[src/rtl/dct_it_transpose.sv]
// Ping-pong 8x8 transpose buffer between the inverse binDCT row and column passes.
// Rows are written into one bank while the other bank drains column by column.
// Optional macro IDCT_TP_SAT_EN: saturate samples to W_O bits instead of truncating.
module dct_it_transpose #(
  parameter int unsigned W_I = 16,
  parameter int unsigned W_O = 16
) (
  input  logic                        clk,
  input  logic                        rst_n,
  input  logic                        in_valid,
  output logic                        in_ready,
  input  logic signed [7:0][W_I-1:0]  in_data,
  output logic                        out_valid,
  input  logic                        out_ready,
  output logic signed [7:0][W_O-1:0]  out_data,
  output logic [2:0]                  out_col,
  output logic                        out_last
);

  localparam int unsigned N_BANK = 2;
  localparam int unsigned N_DIM  = 8;
  localparam int unsigned IDX_W  = 3;

  // Reduce one sample from W_I to W_O bits.
  function automatic logic [W_O-1:0] narrow(input logic [W_I-1:0] x);
`ifdef IDCT_TP_SAT_EN
    logic [W_I-W_O:0] hi;
    hi = x[W_I-1:W_O-1];
    if (hi == {(W_I-W_O+1){x[W_I-1]}}) begin
      narrow = x[W_O-1:0];
    end else if (x[W_I-1]) begin
      narrow = {1'b1, {(W_O-1){1'b0}}};
    end else begin
      narrow = {1'b0, {(W_O-1){1'b1}}};
    end
`else
    narrow = W_O'(x);
`endif
  endfunction

  logic [W_O-1:0]       mem_q [N_BANK][N_DIM][N_DIM];

  logic                 wr_bank_q, wr_bank_d;
  logic [IDX_W-1:0]     wr_row_q,  wr_row_d;
  logic                 rd_bank_q, rd_bank_d;
  logic [IDX_W-1:0]     rd_col_q,  rd_col_d;
  logic [N_BANK-1:0]    bank_full_q, bank_full_d;
  logic                 in_ready_q, in_ready_d;
  logic                 out_valid_q, out_valid_d;
  logic [7:0][W_O-1:0]  out_data_q, out_data_d;
  logic [IDX_W-1:0]     out_col_q, out_col_d;
  logic                 out_last_q, out_last_d;

  logic                 wr_fire_c;
  logic                 rd_fire_c;
  logic [7:0][W_O-1:0]  row_n_c;

  // Narrow the incoming row lane by lane.
  always_comb begin
    row_n_c = '0;
    for (int unsigned i = 0; i < N_DIM; i++) begin
      row_n_c[i] = narrow(in_data[i]);
    end
  end

  // Next-state: write pointer, read pointer, bank occupancy and output register.
  always_comb begin
    wr_bank_d   = wr_bank_q;
    wr_row_d    = wr_row_q;
    rd_bank_d   = rd_bank_q;
    rd_col_d    = rd_col_q;
    bank_full_d = bank_full_q;
    out_valid_d = out_valid_q;
    out_data_d  = out_data_q;
    out_col_d   = out_col_q;
    out_last_d  = out_last_q;

    wr_fire_c = in_valid & in_ready_q;
    rd_fire_c = bank_full_q[rd_bank_q] & (~out_valid_q | out_ready);

    if (wr_fire_c) begin
      wr_row_d = wr_row_q + 3'd1;
      if (wr_row_q == 3'd7) begin
        bank_full_d[wr_bank_q] = 1'b1;
        wr_bank_d              = ~wr_bank_q;
      end
    end

    if (rd_fire_c) begin
      for (int unsigned r = 0; r < N_DIM; r++) begin
        out_data_d[r] = mem_q[rd_bank_q][IDX_W'(r)][rd_col_q];
      end
      out_col_d   = rd_col_q;
      out_last_d  = (rd_col_q == 3'd7);
      out_valid_d = 1'b1;
      rd_col_d    = rd_col_q + 3'd1;
      if (rd_col_q == 3'd7) begin
        bank_full_d[rd_bank_q] = 1'b0;
        rd_bank_d              = ~rd_bank_q;
      end
    end else if (out_valid_q & out_ready) begin
      out_valid_d = 1'b0;
    end

    // Registered ready: reflects occupancy of the bank the next row would go to.
    in_ready_d = ~bank_full_d[wr_bank_d];
  end

  // Control and output registers.
  always_ff @(posedge clk or negedge rst_n) begin
    if (!rst_n) begin
      wr_bank_q   <= 1'b0;
      wr_row_q    <= '0;
      rd_bank_q   <= 1'b0;
      rd_col_q    <= '0;
      bank_full_q <= '0;
      in_ready_q  <= 1'b1;
      out_valid_q <= 1'b0;
      out_data_q  <= '0;
      out_col_q   <= '0;
      out_last_q  <= 1'b0;
    end else begin
      wr_bank_q   <= wr_bank_d;
      wr_row_q    <= wr_row_d;
      rd_bank_q   <= rd_bank_d;
      rd_col_q    <= rd_col_d;
      bank_full_q <= bank_full_d;
      in_ready_q  <= in_ready_d;
      out_valid_q <= out_valid_d;
      out_data_q  <= out_data_d;
      out_col_q   <= out_col_d;
      out_last_q  <= out_last_d;
    end
  end

  // Sample storage; contents are don't-care after reset, so no reset term.
  always_ff @(posedge clk) begin
    if (wr_fire_c) begin
      for (int unsigned i = 0; i < N_DIM; i++) begin
        mem_q[wr_bank_q][wr_row_q][IDX_W'(i)] <= row_n_c[i];
      end
    end
  end

  assign in_ready  = in_ready_q;
  assign out_valid = out_valid_q;
  assign out_data  = out_data_q;
  assign out_col   = out_col_q;
  assign out_last  = out_last_q;

endmodule

[config.mk]
export PLATFORM = sky130hd
export DESIGN_NAME = dct_it_transpose
export DESIGN_NICKNAME = d
export VERILOG_FILES = /design/src/rtl/dct_it_transpose.sv
export SDC_FILE = /design/constraint.sdc
export NUM_CORES = 2
export LEC_CHECK = 0
export CAP_MARGIN = 0
export CORE_MARGIN = 4
export CORE_UTILIZATION = 60
export DETAILED_ROUTE_END_ITERATION = 8
export MAX_ROUTING_LAYER = met4
export PLACE_DENSITY_LB_ADDON = 0.3
export SYNTH_ARGS = -nofsm -noshare
export SYNTH_HDL_FRONTEND = slang
export SYNTH_SLANG_ARGS = --single-unit
export TNS_END_PERCENT = 30
[constraint.sdc]
create_clock -name clk -period 16.1 [get_ports clk]
set_input_delay 1.61 -clock clk [delete_from_list [all_inputs] [get_ports clk]]
set_output_delay 1.61 -clock clk [all_outputs]
set_load 0.02 [all_outputs]
==> results.sh <==
export IMPL_overflow=0
export IMPL_ys_seq_elements=2192
export IMPL_seqPwrFrac_pct=42.5
export IMPL_cts_buffers_inserted=209
export IMPL_wl_um=251000
export IMPL_firstDrtPassIters=5
export IMPL_avgViaCountPerCell=6.94
export IMPL_dpl_worst_slack_ns=10.26
export IMPL_cts_sinks=2192
export IMPL_period_needed_ns=5.47
export IMPL_drv_slew=0
export IMPL_cts_path_max_buffers=3
export IMPL_worst_pin_slew_ns=1.29
export IMPL_grt_pass1_vias=49100
export IMPL_power_switching_w=0.00562
export IMPL_wl_met3_um=30800
export IMPL_synth_area_top_cells="edfxtp_1 67%, mux4_2 13%, a21o_1 7.3%"
export IMPL_p_clk_share_pct=27.6
export IMPL_hold_viol_final=0
export IMPL_syn2layout_area_growth_pct=11.2
export IMPL_finalNonFillerCells=7123
export IMPL_initial_utilization_pct=60.4
export IMPL_syn_avg_cell_area_um2=18.8
export IMPL_rsz0062_at_grt="false"
export IMPL_synth_seq_area_share_pct=70.9
export IMPL_muxShareOfSynthArea_pct=14.2
export IMPL_synth_ff_type="edfxtp_1"
export IMPL_num_rows=143
export IMPL_die_area_um2=159000
export IMPL_power_frac_comb_pct=29.9
export IMPL_fmax_mhz=183
export IMPL_switching_share_pct=31.7
export IMPL_dr_wl_met2_um=120000
export IMPL_cts_root_buffer="clkbuf_16"
export IMPL_synth_top_area_cell="edfxtp_1"
export IMPL_crit_fanout=48
export IMPL_numPlacedInstances=6712
export IMPL_finalNetCount=5029
export IMPL_min_path_type="flop to flop"
export IMPL_gp_congestion=0.820
export IMPL_cap_violations=0
export IMPL_antenna_found_initial=23
export IMPL_synth_fa_ha_area_share_pct=0.0545
export IMPL_postCtsHoldBufs=0
export IMPL_cp_arrival_ns=6.13
export IMPL_critPathLaunchType="flop"
export IMPL_drtIter0Drc=6784
export IMPL_grt_pass1_wl_um=356000
export IMPL_grt_usage_pct=32.8
export IMPL_dp_hpwl_um=149000
export IMPL_synth_compound_gate_area_share_pct=10.6
export IMPL_synth_top_area_share_pct=66.9
export IMPL_mostFrequentLayoutCell="edfxtp_1"
export IMPL_setup_ws_ns=10.63
export IMPL_critPathRequiredTime_ns=16.77
export IMPL_cp_end_kind="flop"
export IMPL_synth_cell_area_um2=91900
export IMPL_finClkSkew_ns=0.0221
export IMPL_fp_coreArea_um2=152000
export IMPL_wl_met1_um=91100
export IMPL_rrSetupSlack_ns=10.63
export IMPL_drc=0
export IMPL_power_density_nw_per_um2=173
export IMPL_p_int_w=0.0121
export IMPL_synth_simple_area_share_pct=1.30
export IMPL_period_share_pct=34.0
export IMPL_ant_nets=0
export IMPL_die_h_um=399
export IMPL_vdd_drop_max_mv=0.174
export IMPL_clock_latency_ns=0.84
export IMPL_placed_area_um2=95300
export IMPL_vias=49400
export IMPL_synthXorXnorAreaFrac_pct=0.0477
export IMPL_highest_layer="met4"
export IMPL_run_status="complete, no violations"
export IMPL_power_w=0.0177
export IMPL_fp_dieW_um=399
export IMPL_io_pins=266
export IMPL_async_reset_ff_share_pct=6.57
export IMPL_cts_tree="built"
export IMPL_cts_resized=0
export IMPL_synth_cell_types=45
export IMPL_netlist_instances=4875
export IMPL_grt_max_degree=141
export IMPL_port_buffers=265
export IMPL_htreeDepth=4
export IMPL_finalSetupViolCount=0
export IMPL_p_leak_nw=36.3
export IMPL_synth_top_family_by_area="multiplexers"
export IMPL_most_common_layout_cells="2048 x edfxtp_1, 896 x a21o_1, 512 x mux4_2"
export IMPL_syn_nets=5011
export IMPL_layout_drive_gt1_share_pct=23.6
export IMPL_slew_headroom_pct=13.4
export IMPL_yosys_warnings=0
export IMPL_synth_edf_count=2048
export IMPL_design_area_um2=102000
export IMPL_critPathKind="flop to flop"
export IMPL_finalSetupTns_ns=0
export IMPL_path_clk_slew_ns=0.06
export IMPL_cts_setup_buffers=0
export IMPL_wl_per_cell_um=35.3
## registers in the layout, summed over array words and instances (netlist names)
name / count
out_col: 3
in_ready: 1
rd_bank_q: 1
out_last: 1
out_data: 128
wr_row_q: 3
bank_full_q: 2
rd_col_q: 3
mem_q: 2048
wr_bank_q: 1
out_valid: 1
## power groups by stage
stage	clock network, W	logic (W)	registers (W)
after floorplan	0	0.00371	0.00756
after global placement	0	0.00518	0.00762
after detailed placement	0	0.00528	0.00764
after CTS	0.00492	0.00532	0.00753
after global routing	0.00517	0.00561	0.00756
final	0.00488	0.00531	0.00753
## critical path, stage by stage, from the launching register on
cell and delay (ns):
dfrtp_4 1.00, buf_4 0.71, buf_4 0.81, buf_4 0.78
buf_4 0.75, mux4_2 0.60, mux2_2 0.29, o22ai_2 0.11
a21oi_1 0.08
## per-layer routing
layer	vias to the layer above	track usage (%)
met2	3196	49.7
li1	19800	-
met3	459	7.30
met5	-	-
met1	26000	45.0
met4	0	10.8
## final cells by class
class / count / area [µm²]
Sequential cell: 2192 / 65100
Fill cell: 9636 / 49900
Multi-Input combinational cell: 2126 / 24200
Clock buffer: 291 / 5770
Timing Repair Buffer: 363 / 3460
Tap cell: 2030 / 2540
Clock inverter: 106 / 1030
Antenna cell: 14 / 35.0
Inverter: 1 / 3.75
## synthesized netlist by cell type, drive strengths merged (3+ instances only)
cell	count
edfxtp	2048
a21o	896
mux4	512
buf	357
o22ai	242
clkbuf	199
dfrtp	143
nor2b	130
mux2	123
a21oi	121
nand2	28
and2	8
mux2i	8
a22oi	7
nor3	7
o211ai	7
nor4	6
nand2b	5
nor2	5
ha	4
or2	4
xnor2	4
nand3	3
## worst paths after layout
| check | from | endpoint | cells past startpoint |
|---|---|---|---|
| setup / recovery | rd_col_q[1] | out_data[60] | 8 |
| hold / removal | out_col[0] | out_col[0] | 2 |
| setup reg to reg | rd_col_q[1] | out_data[60] | 8 |
| hold reg to reg | out_col[0] | out_col[0] | 2 |
| max in group asynchronous | rst_n | out_data[92] | 2 |
| min in group asynchronous | rst_n | out_data[31] | 1 |
## cells by family (layout without fill, tap and decap cells)
| logic type | count (synthesis) | count (layout) |
|---|---|---|
| buffers and inverters | 557 | 761 |
| flip-flops | 2192 | 2192 |
| AO/OA/AOI/OAI | 1277 | 1277 |
| other | 0 | 14 |
| multiplexers | 643 | 643 |
| XOR/XNOR | 5 | 5 |
| adder cells (fa/ha/maj) | 4 | 4 |
| AND/OR/NAND/NOR | 197 | 197 |
## per-stage QoR
step / hold WS, ns / util, %
3_5_place_dp: 0.469 / 62.7
4_1_cts: 0.485 / 67.1
6_report: 0.479 / 67.2
2_1_floorplan: 0.495 / -
5_1_grt: 0.511 / 67.2
3_3_place_gp: 0.459 / 62.7
Power figures use the tool's default switching activity.
